### src/rtl/packet_receiver.sv
// Frames a host byte stream (SYNC, LEN, payload, CSUM) into packets and commits good ones to a 16-byte output bank.
// Optional inter-byte timeout is enabled by defining RX_TIMEOUT_EN.
module packet_receiver #(
    parameter logic [7:0] SYNC_BYTE      = 8'hA5,
    parameter int         MAX_LEN        = 16,
    parameter int         TIMEOUT_CYCLES = 1000000
) (
    input  logic       clk,
    input  logic       rst,
    input  logic [7:0] rx_byte,
    input  logic       rx_byte_valid,
    output logic       rx_packet_done,
    output logic       rx_packet_error,
    output logic       rx_buffer_valid,
    output logic [7:0] rx_payload_len,
    output logic [7:0] rx_buf0,
    output logic [7:0] rx_buf1,
    output logic [7:0] rx_buf2,
    output logic [7:0] rx_buf3,
    output logic [7:0] rx_buf4,
    output logic [7:0] rx_buf5,
    output logic [7:0] rx_buf6,
    output logic [7:0] rx_buf7,
    output logic [7:0] rx_buf8,
    output logic [7:0] rx_buf9,
    output logic [7:0] rx_buf10,
    output logic [7:0] rx_buf11,
    output logic [7:0] rx_buf12,
    output logic [7:0] rx_buf13,
    output logic [7:0] rx_buf14,
    output logic [7:0] rx_buf15
);

    generate
        if (MAX_LEN > 16 || MAX_LEN < 0 || TIMEOUT_CYCLES < 2) begin : g_bad_param
            $error("packet_receiver: MAX_LEN must be 0..16 and TIMEOUT_CYCLES >= 2");
        end
    endgenerate

    typedef enum logic [1:0] {
        S_IDLE,
        S_LEN,
        S_DATA,
        S_CSUM
    } state_t;

    state_t      state, next_state;
    logic [7:0]  len_q;
    logic [7:0]  csum;
    logic [3:0]  idx;
    logic [7:0]  shadow [16];
    logic [7:0]  bank   [16];
    logic        commit;
    logic        fail;
    logic        timeout;

`ifdef RX_TIMEOUT_EN
    localparam int TW = $clog2(TIMEOUT_CYCLES + 1);
    localparam logic [TW-1:0] T_LAST = TW'(TIMEOUT_CYCLES - 1);
    logic [TW-1:0] tmr;

    always_ff @(posedge clk) begin
        if (rst || rx_byte_valid || state == S_IDLE) tmr <= '0;
        else                                         tmr <= tmr + 1'b1;
    end

    // A valid byte in the expiry cycle takes priority over the timeout.
    assign timeout = !rx_byte_valid && state != S_IDLE && tmr == T_LAST;
`else
    assign timeout = 1'b0;
`endif

    // NOTE: every variable driven here gets a default first so no latch is inferred.
    always_comb begin
        next_state = state;
        commit     = 1'b0;
        fail       = 1'b0;
        if (timeout) begin
            fail       = 1'b1;
            next_state = S_IDLE;
        end else if (rx_byte_valid) begin
            case (state)
                S_IDLE: if (rx_byte == SYNC_BYTE) next_state = S_LEN;
                S_LEN: begin
                    if (rx_byte > 8'(MAX_LEN)) begin
                        fail       = 1'b1;
                        next_state = S_IDLE;
                    end else if (rx_byte == 8'd0) begin
                        next_state = S_CSUM;
                    end else begin
                        next_state = S_DATA;
                    end
                end
                S_DATA: if (8'(idx) + 8'd1 == len_q) next_state = S_CSUM;
                S_CSUM: begin
                    commit     = (rx_byte == csum);
                    fail       = (rx_byte != csum);
                    next_state = S_IDLE;
                end
                default: next_state = S_IDLE;
            endcase
        end
    end

    // NOTE: state uses non-blocking assignments so every flop samples pre-edge values.
    always_ff @(posedge clk) begin
        if (rst) state <= S_IDLE;
        else     state <= next_state;
    end

    // NOTE: the shadow and output banks are reset too, because outputs must read 0 after reset.
    always_ff @(posedge clk) begin
        if (rst) begin
            len_q           <= '0;
            csum            <= '0;
            idx             <= '0;
            rx_packet_done  <= 1'b0;
            rx_packet_error <= 1'b0;
            rx_buffer_valid <= 1'b0;
            rx_payload_len  <= '0;
            for (int i = 0; i < 16; i++) begin
                shadow[i] <= '0;
                bank[i]   <= '0;
            end
        end else begin
            rx_packet_done  <= commit;
            rx_packet_error <= fail;
            if (rx_byte_valid && !timeout) begin
                if (state == S_LEN) begin
                    len_q <= rx_byte;
                    csum  <= rx_byte;
                    idx   <= '0;
                end else if (state == S_DATA) begin
                    shadow[idx] <= rx_byte;
                    csum        <= csum ^ rx_byte;
                    idx         <= idx + 4'd1;
                end
            end
            if (commit) begin
                rx_buffer_valid <= 1'b1;
                rx_payload_len  <= len_q;
                for (int i = 0; i < 16; i++)
                    bank[i] <= (i < int'(len_q)) ? shadow[i] : 8'h00;
            end
        end
    end

    assign rx_buf0  = bank[0];
    assign rx_buf1  = bank[1];
    assign rx_buf2  = bank[2];
    assign rx_buf3  = bank[3];
    assign rx_buf4  = bank[4];
    assign rx_buf5  = bank[5];
    assign rx_buf6  = bank[6];
    assign rx_buf7  = bank[7];
    assign rx_buf8  = bank[8];
    assign rx_buf9  = bank[9];
    assign rx_buf10 = bank[10];
    assign rx_buf11 = bank[11];
    assign rx_buf12 = bank[12];
    assign rx_buf13 = bank[13];
    assign rx_buf14 = bank[14];
    assign rx_buf15 = bank[15];

endmodule
### config.mk
export PLATFORM = sky130hd
export DESIGN_NAME = packet_receiver
export DESIGN_NICKNAME = d
export VERILOG_FILES = /design/src/rtl/packet_receiver.sv
export SDC_FILE = /design/constraint.sdc
export NUM_CORES = 1
export LEC_CHECK = 0
export ABC_CLOCK_PERIOD_IN_PS = 9750
export BUFFER_PORTS_ARGS = -buffer_cell sky130_fd_sc_hd__buf_2
export CAP_MARGIN = 20
export CORE_ASPECT_RATIO = 2
export CORE_UTILIZATION = 55
export DETAILED_ROUTE_END_ITERATION = 8
export PLACE_DENSITY = 0.76
export SETUP_SLACK_MARGIN = 0.1
export SLEW_MARGIN = 5
export SYNTH_ARGS = -nofsm -noshare
export SYNTH_HDL_FRONTEND = slang
export SYNTH_SLANG_ARGS = --single-unit
export TNS_END_PERCENT = 100
### constraint.sdc
create_clock -name clk -period 9.75 [get_ports clk]
set_input_delay 0 -clock clk [delete_from_list [all_inputs] [get_ports clk]]
set_output_delay 0 -clock clk [all_outputs]
set_load 0.01 [all_outputs]
==> results of run 1 <==
==> Yosys cell counts (2+ instances only) <==
master    count  area share
edfxtp_1    256        0.67
and2_1      242        0.13
clkbuf_1     34       0.011
dfxtp_1      33       0.057
nor2_1       32       0.010
nand2_1      30      0.0098
o21ai_0      24       0.010
or2_2        18      0.0098
a21oi_1      15      0.0065
nand3_1      12      0.0052
nor2b_1      11      0.0060
a22oi_1       9      0.0059
and3_1        9      0.0049
ha_1          9      0.0098
inv_1         9      0.0029
nor3_1        9      0.0039
xor2_1        9      0.0068
nand2b_1      8      0.0043
a22o_1        6      0.0046
o22ai_1       4      0.0022
xnor2_1       4      0.0030
mux2i_1       3      0.0026
nand3b_1      3      0.0020
buf_1         2     0.00065
nor3_2        2      0.0017
nor4_1        2      0.0011
o32ai_2       2      0.0028
or4_1         2      0.0013
==> final cells by class <==
| type | instances | area, um^2 | area share |
|---|---|---|---|
| flip-flops and latches | 289 | 8348 | 0.6295 |
| clock inverters | 12 | 83.83 | 0.006321 |
| inverters | 9 | 36.28 | 0.002736 |
| well taps | 266 | 332.8 | 0.02510 |
| clock buffers | 30 | 643.1 | 0.04850 |
| multi-input cells | 480 | 2997 | 0.2260 |
| repair buffers | 157 | 820.8 | 0.06189 |
==> layer usage <==
| layer | vias to the layer above | track usage | part of all wire |
|---|---|---|---|
| met1 | 3133 | 0.2252 | 0.35 |
| met2 | 210 | 0.4139 | 0.57 |
| li1 | 3146 | - | - |
| met3 | 53 | 0.02323 | 0.041 |
| met4 | 0 | 0.08878 | 0.036 |
| met5 | - | 0 | 0 |
==> power by group <==
group	switching [mW]	total, mW	internal [mW]
clock network	0.417	0.890	0.473
registers	0.0106	1.39	1.38
logic	0.0574	0.0791	0.0217
==> worst min-delay path by stage <==
stage                          from         endpoint  slack [ps]
floorplan                rx_byte[4]         register         200
global placement    rx_packet_error  rx_packet_error         400
detailed placement      bank[0][46]       rx_buf5[6]         410
CTS                      rx_byte[5]         len_q[5]           2
global route             rx_byte[5]         len_q[5]          20
finish                   rx_byte[5]         len_q[5]           4
==> critical path: cells and delay by family <==
family	cells	cell delay (ps)
buf+inv	4	2260
simple gates	3	1010
xor+xnor	1	180
==> state kept, by name, summed over array words and instances (netlist names), named ones only <==
name,count
state,1
shadow,128
len_q,8
rx_buffer_valid,1
idx,4
rx_packet_error,1
rx_packet_done,1
bank,128
rx_payload_len,8
csum,8
==> what timing repair did <==
item / in CTS / in global routing
hold buffers: 6 / 0
buffers inserted: 0 / 0
gates resized for setup: 0 / 0
endpoints found under the hold margin: 8 / 0
==> cell families (layout without fill, tap and decap cells) <==
family,count (synthesis),count (layout),share of synthesized area
AND/OR/NAND/NOR,388,388,0.2004
flip-flops,289,289,0.7246
XOR/XNOR,13,13,0.009883
multiplexers,3,3,0.002607
AO/OA/AOI/OAI,67,67,0.03747
adder cells (fa/ha/maj),9,9,0.009774
buffers and inverters,46,208,0.01531
==> flow_summary.ini, run 1 <==
[outcome]
status = finished clean

[global_route]
first_global_vias = 6420
grt_max_degree = 83
grt_pass1_wl_um = 34220
grt_overflow_total = 0
antenna_found_initial = 0
grt_use_total = 0.2106

[layout]
final_cell_mix = edfxtp_1, and2_1, buf_2
nets = 980
diodes = 0
final_cells = 1243
area_growth_pct = 15.11
layout_commonest_cell = edfxtp_1
drive_gt1_frac = 0.2211
nFillCells = 1523
final_util = 0.6481
design_area_um2 = 13260

[setup_path]
critical_path.max_fanout = 82
reg2regPathDepth = 6
endpoint = bank[0][21]
r2r-start = csum[6]
crit_start = rx_byte[6]
path_class = primary input to register
end_kind = register
critPathSlowestCell = buf_4
r2r-end = bank[0][21]
slowest_delay_ps = 830
path_cells = dlygate4sd3_1 > buf_2 > xor2_1 > nor4_4 > nand4_4 > nor2b_1 > inv_4 > buf_4
crit_required_ps = 9880
timing.reg2reg.setup_slack_ps = 6450
cp-start-kind = primary input
crit_arrival_ps = 3520

[detailed_routing]
wire_per_inst_um = 18.10
postRouteAntennaNets = 0
dr.pass1.iters = 6
drcViolationCount = 0
drt_iter0_drc = 314
viasPerCell = 5.263
vias = 6542
finalWirelength_um = 22500

[timing]
min_period_over_period = 0.3474
max_clock_freq_mhz = 295.2
setup_viol = 0
min_period_ps = 3388
final_hold_viol_count = 0
whs_ps = 4.234
grt_setup_unrepaired = no
max-slew-margin-rel = 0.2519
slew_violations = 0
finalSetupTns_ps = 0
worst_slack_ps = 6362
worst_slew_pin_slew_ps = 1112
fin_skew_ps = 17.35

[job]
maxCapViolCount = 0

[worst_hold_path]
hold_class = primary input to register
hold-path-cell-count = 3

[floorplan]
fp.coreArea_um2 = 20460
dieArea_um2 = 21570
start_util = 0.5630
die_h_um = 206.7
rows = 74
ios = 150
fp.dieW_um = 104.3

[clock_network]
cts_tree = yes
clk_pin_slew_ps = 70
root_buffer = clkbuf_16
clock_path_buffers = 3
cts_buffers = 23
cts.sinks = 289
clock_latency_ps = 510
cts_max_level = 1

[power]
power.density_nw_per_um2 = 178.0
ir_worst_vdd_mv = 0.1616
p_leak_nw = 5.189
finalPower_mw = 2.360

[synth]
synth-edff-count = 256
syn_area_per_cell_um2 = 14.14
synth_cell_types = 44
synth_nets = 835
ys.flop_type = edfxtp_1
syn_area_um2 = 11520
ys_warn_count = 0
synth_seq_cells = 289
synth-async-reset-ratio = 0
synthesis.instances = 815
yosysSeqAreaShare = 0.7246

[placed_design]
post-place-ws_ps = 6356
numPlacedInstances = 1195
placed_cell_area_um2 = 12470
place_congestion = 0.8262
portBuffers = 149
dp_hpwl_um = 15380
(Power assumes the default switching activity.)
==> run 2: changes to the inputs <==
- ABC_CLOCK_PERIOD_IN_PS: 9750 -> 3350
- clock period: 9.75 -> 3.35 ns (I/O delays scaled with it)
==> flow_summary.ini, run 2 (synthesis results as in run 1) <==
[outcome]
status = finished with violations
violations = hold timing

[detailed_routing]
wire_per_inst_um = 18.20
vias = 6534
finalWirelength_um = 22770
postRouteAntennaNets = 0
viasPerCell = 5.223
dr.pass1.iters = 5
drt_iter0_drc = 329
drcViolationCount = 0

[timing]
setup_viol = 0
grt_setup_unrepaired = no
max-slew-margin-rel = 0.2748
min_period_over_period = 0.8404
min_period_ps = 2815
slew_violations = 0
fin_skew_ps = 32.05
max_clock_freq_mhz = 355.2
worst_slew_pin_slew_ps = 1088
final_hold_viol_count = 1
whs_ps = -7.335

[setup_path]
path_cells = dlygate4sd3_1 > buf_2 > xnor2_1 > and3_4 > nand4_4 > nor2b_1 > clkinvlp_4 > buf_12
end_kind = register
endpoint = bank[0][45]
critPathSlowestCell = clkinvlp_4
critical_path.max_fanout = 54
critical_path_depth = 8
timing.reg2reg.setup_slack_ps = 580
path_class = primary input to register
worst-path-buf-inv = 4
crit_start = rx_byte[5]
crit_arrival_ps = 3050
reg2regPathDepth = 6
crit_family = buffers and inverters
r2r-end = bank[0][45]
cp-start-kind = primary input
crit_required_ps = 3580
r2r-start = csum[7]
slowest_delay_ps = 640

[global_route]
grt_max_degree = 55
grt_overflow_total = 0
first_global_vias = 6270
grt_use_total = 0.2136
grt_pass1_wl_um = 34850
antenna_found_initial = 0

[clock_network]
cts_buffers = 23
post_cts_resize_count = 0
cts_max_level = 1
root_buffer = clkbuf_16
clk_pin_slew_ps = 70
cts.sinks = 289
clock_latency_ps = 530
cts_tree = yes
clock_path_buffers = 3

[layout]
drive_gt1_frac = 0.2355
final_util = 0.6549
top_regs = bank (128), shadow (128)
final_cell_mix = edfxtp_1, and2_1, buf_2
area_growth_pct = 16.32
diodes = 0
nets = 988
final_cells = 1251
layout_commonest_cell = edfxtp_1

[power]
power.density_nw_per_um2 = 523.0
ir_worst_vdd_mv = 0.4638
p_leak_nw = 5.246

[placed_design]
dp_hpwl_um = 15130
numPlacedInstances = 1206
portBuffers = 149
place_congestion = 0.8434

[floorplan]
start_util = 0.5630
fp.dieW_um = 104.3
die_h_um = 206.7
ios = 150
rows = 74
fp.coreArea_um2 = 20460
dieArea_um2 = 21570

[job]
maxCapViolCount = 0

[worst_hold_path]
hold_class = primary input to register
run 2: cell types whose count changed in the layout (fill, tap and decap cells not counted), sizes merged:
cell / change
bufinv: +3
dlygate4sd3: -3
clkinv: +1
inv: -1
buf: +11
clkbuf: -3
run 2: power by group:
part / internal [mW] / switching, mW / total (mW)
clock network: 1.50 / 1.21 / 2.72
registers: 4.02 / 0.0288 / 4.05
logic: 0.0707 / 0.177 / 0.247
run 2: worst min path at each step:
stage | from | end | slack, ps | cells past startpoint
detailed placement | rx_packet_error | rx_packet_error | 390 | 1
floorplan | rx_byte[4] | register | 190 | 3
CTS | rx_byte[6] | len_q[6] | 2 | 3
global route | rx_byte[6] | len_q[6] | 9 | 3
finish | rx_byte[6] | len_q[6] | -7 | 3
global placement | rx_packet_error | rx_packet_error | 400 | 1
run 2: tightest hold or removal path, stage by stage:
cell     delay, ps
buf_2          260
nand3_1        130
a21oi_1         60
run 2: repair_timing:
| item | CTS | global route |
|---|---|---|
| hold buffers | 3 | 0 |
| buffers inserted | 0 | 0 |
| setup endpoints to repair | 0 | 0 |
| endpoints found under the hold margin | 14 | 0 |
run 2: layer usage:
| metal | up-vias | GRT usage | wire [um] |
|---|---|---|---|
| met2 | 188 | 0.4052 | 12660 |
| met3 | 40 | 0.02355 | 1004 |
| li1 | 3152 | - | - |
| met5 | - | 0 | 0 |
| met1 | 3154 | 0.2472 | 8506 |
| met4 | 0 | 0.07755 | 603 |
run 2: final cells by class:
| cell class | count | area, um^2 |
|---|---|---|
| multi-input combinational | 480 | 3034 |
| sequential | 289 | 8351 |
| tap | 266 | 332.8 |
| timing repair buffer | 165 | 898.4 |
| clock buffer | 27 | 590.6 |
| inverter | 9 | 37.54 |
| fill | 1504 | 7061 |
| clock inverter | 15 | 157.7 |
run 2: stage by stage:
step	area [um^2]	setup TNS, ps	setup WS (ps)	power [mW]
finish	13400	0	534.6	7.009
global placement	12620	0	666.7	4.367
detailed placement	12620	0	546.2	4.374
CTS	13400	0	541.7	7.047
floorplan	11570	-3303	-25.81	4.251
global route	13400	0	304.7	7.191
==> run 3: changes to the inputs <==
- ABC_AREA: unset -> 1
- ABC_CLOCK_PERIOD_IN_PS: 3350 -> 2350
- CORE_UTILIZATION: 55 -> 52
- clock period: 3.35 -> 2.35 ns (I/O delays scaled with it)
==> flow_summary.ini, run 3 <==
[layout]
nets = 1213
layout_commonest_cell = nor2_1
design_area_um2 = 13500
area_growth_pct = 19.55
final_cell_mix = nor2_1, edfxtp_1, inv_1
top_regs = bank (128), shadow (128)
diodes = 0
drive_gt1_frac = 0.2060
final_cells = 1478

[setup_path]
r2r-end = csum[1]
crit_start = state[0]
endpoint = csum[1]
reg2regPathDepth = 7
timing.reg2reg.setup_slack_ps = 280
end_kind = register
crit_required_ps = 2810
crit_arrival_ps = 2540
critical_path.max_fanout = 7
path_class = register to register
r2r-start = state[0]
cp-start-kind = register

[placed_design]
numPlacedInstances = 1421
portBuffers = 149
placed_cell_area_um2 = 12630
place_congestion = 0.9117
dp_hpwl_um = 16100

[synth]
netlist_top_cells_area = edfxtp_1, nor2_1, dfxtp_1
ys.flop_type = edfxtp_1
synth-async-reset-ratio = 0
ys_warn_count = 0
synthesis.instances = 984
synth_top_area_cell = edfxtp_1
synth-edff-count = 256
synth_nets = 1004
yosysSeqAreaShare = 0.7394
syn_area_per_cell_um2 = 11.47
yosysMostFrequentCell = nor2_1
yosys-top-cells-count = nor2_1, edfxtp_1, inv_1, nand2_1, dfxtp_1
synth_cell_types = 32
synth_seq_cells = 289
syn_area_um2 = 11290
yosysTopAreaCellShare = 0.6809

[power]
power.density_nw_per_um2 = 726.6
ir_worst_vdd_mv = 0.4853
p_leak_nw = 5.865
finalPower_mw = 9.807

[floorplan]
fp.dieW_um = 106.2
rows = 75
die_h_um = 210.4
ios = 150
dieArea_um2 = 22340
fp.coreArea_um2 = 21110
start_util = 0.5347

[global_route]
first_global_vias = 7116
antenna_found_initial = 0
grt_overflow_total = 0
grt_max_degree = 51
grt_use_total = 0.2147
grt_pass1_wl_um = 35690

[timing]
slew_violations = 0
grt_setup_unrepaired = no
fin_skew_ps = 13.74
min_period_ps = 2074
min_period_over_period = 0.8824
setup_viol = 0
worst_slew_pin_slew_ps = 551.2
final_hold_viol_count = 0
max-slew-margin-rel = 0.6312
max_clock_freq_mhz = 482.2

[clock_network]
cts_tree = yes
clock_latency_ps = 520
cts_max_level = 1
cts_buffers = 22
root_buffer = clkbuf_16
clock_path_buffers = 3
clk_pin_slew_ps = 80
cts.sinks = 289
cts_setup_buffers = 0

[detailed_routing]
finalWirelength_um = 23650
dr.pass1.iters = 7
vias = 7367
wire_per_inst_um = 16.00
postRouteAntennaNets = 0
drcViolationCount = 0
viasPerCell = 4.984
drt_iter0_drc = 482

[job]
maxCapViolCount = 0

[worst_hold_path]
hold_class = primary input to register
min-delay-start = rx_byte[6]

[outcome]
status = finished clean
[run 3: worst min-delay path by stage]
stage                                    to  slack, ps  depth (start not counted)
after floorplan                     csum[6]        120                          1
after global placement              csum[6]        280                          2
after detailed placement            csum[6]        290                          2
after CTS                 rx_payload_len[2]        420                          4
after global routing                csum[6]        370                          3
final                               csum[6]        290                          3
[run 3: layout make-up]
class,count,area (um^2)
flip-flops and latches,289,8357
fillers,1616,7617
repair buffers,205,1234
inverters,168,630.6
well taps,269,336.6
clock inverters,9,80.08
clock buffers,31,615.6
multi-input cells,507,2243
[run 3: logic make-up after synthesis]
logic type                 after synthesis  share of synthesized area
DFF                                    289                     0.7394
and+or+nand+nor                        448                     0.1615
xor gates and xnor gates                 1                  0.0007759
AOI/OAI and AO/OA                       49                    0.02505
adders and majority gates                9                   0.009975
buffers and inverters                  188                    0.06328
[run 3: metal layers]
metal,global-route usage,part of all wire,vias to the layer above
li1,-,-,3566
met1,0.2111,0.34,3449
met2,0.4006,0.54,259
met3,0.02412,0.048,93
met4,0.1652,0.071,0
met5,0,0,-
[run 3: critical path: stages, from the launching register on]
cell           delay, ps
dfxtp_4              390
inv_1                 90
ha_1                 300
nand3_1              130
inv_1                240
nand2_1               90
a31oi_1              190
dlygate4sd3_1        580
[run 3: repair_timing]
action	4_1_cts	5_1_grt
endpoints found under the setup margin	0	7
hold endpoints to repair	20	0
gates resized for setup	0	3
hold buffers	18	0
[run 3: per-stage QoR]
| stage | hold WS [ps] | setup slack [ps] | setup TNS, ps | util |
|---|---|---|---|---|
| after floorplan | 118.7 | -1497 | -154860 | - |
| after global placement | 276.5 | 361.5 | 0 | 0.5980 |
| after detailed placement | 294.7 | 332.5 | 0 | 0.5980 |
| after CTS | 423.9 | 202.9 | 0 | 0.6395 |
| after global routing | 365.3 | 81.96 | 0 | 0.6392 |
| final | 292.6 | 276.3 | 0 | 0.6392 |
[run 3: power by group]
part	internal, mW	leakage, nW	total, mW	switching [mW]
sequential	5.71	2.91	5.76	0.0438
clock	1.96	0.333	3.64	1.68
combinational	0.114	2.62	0.405	0.292
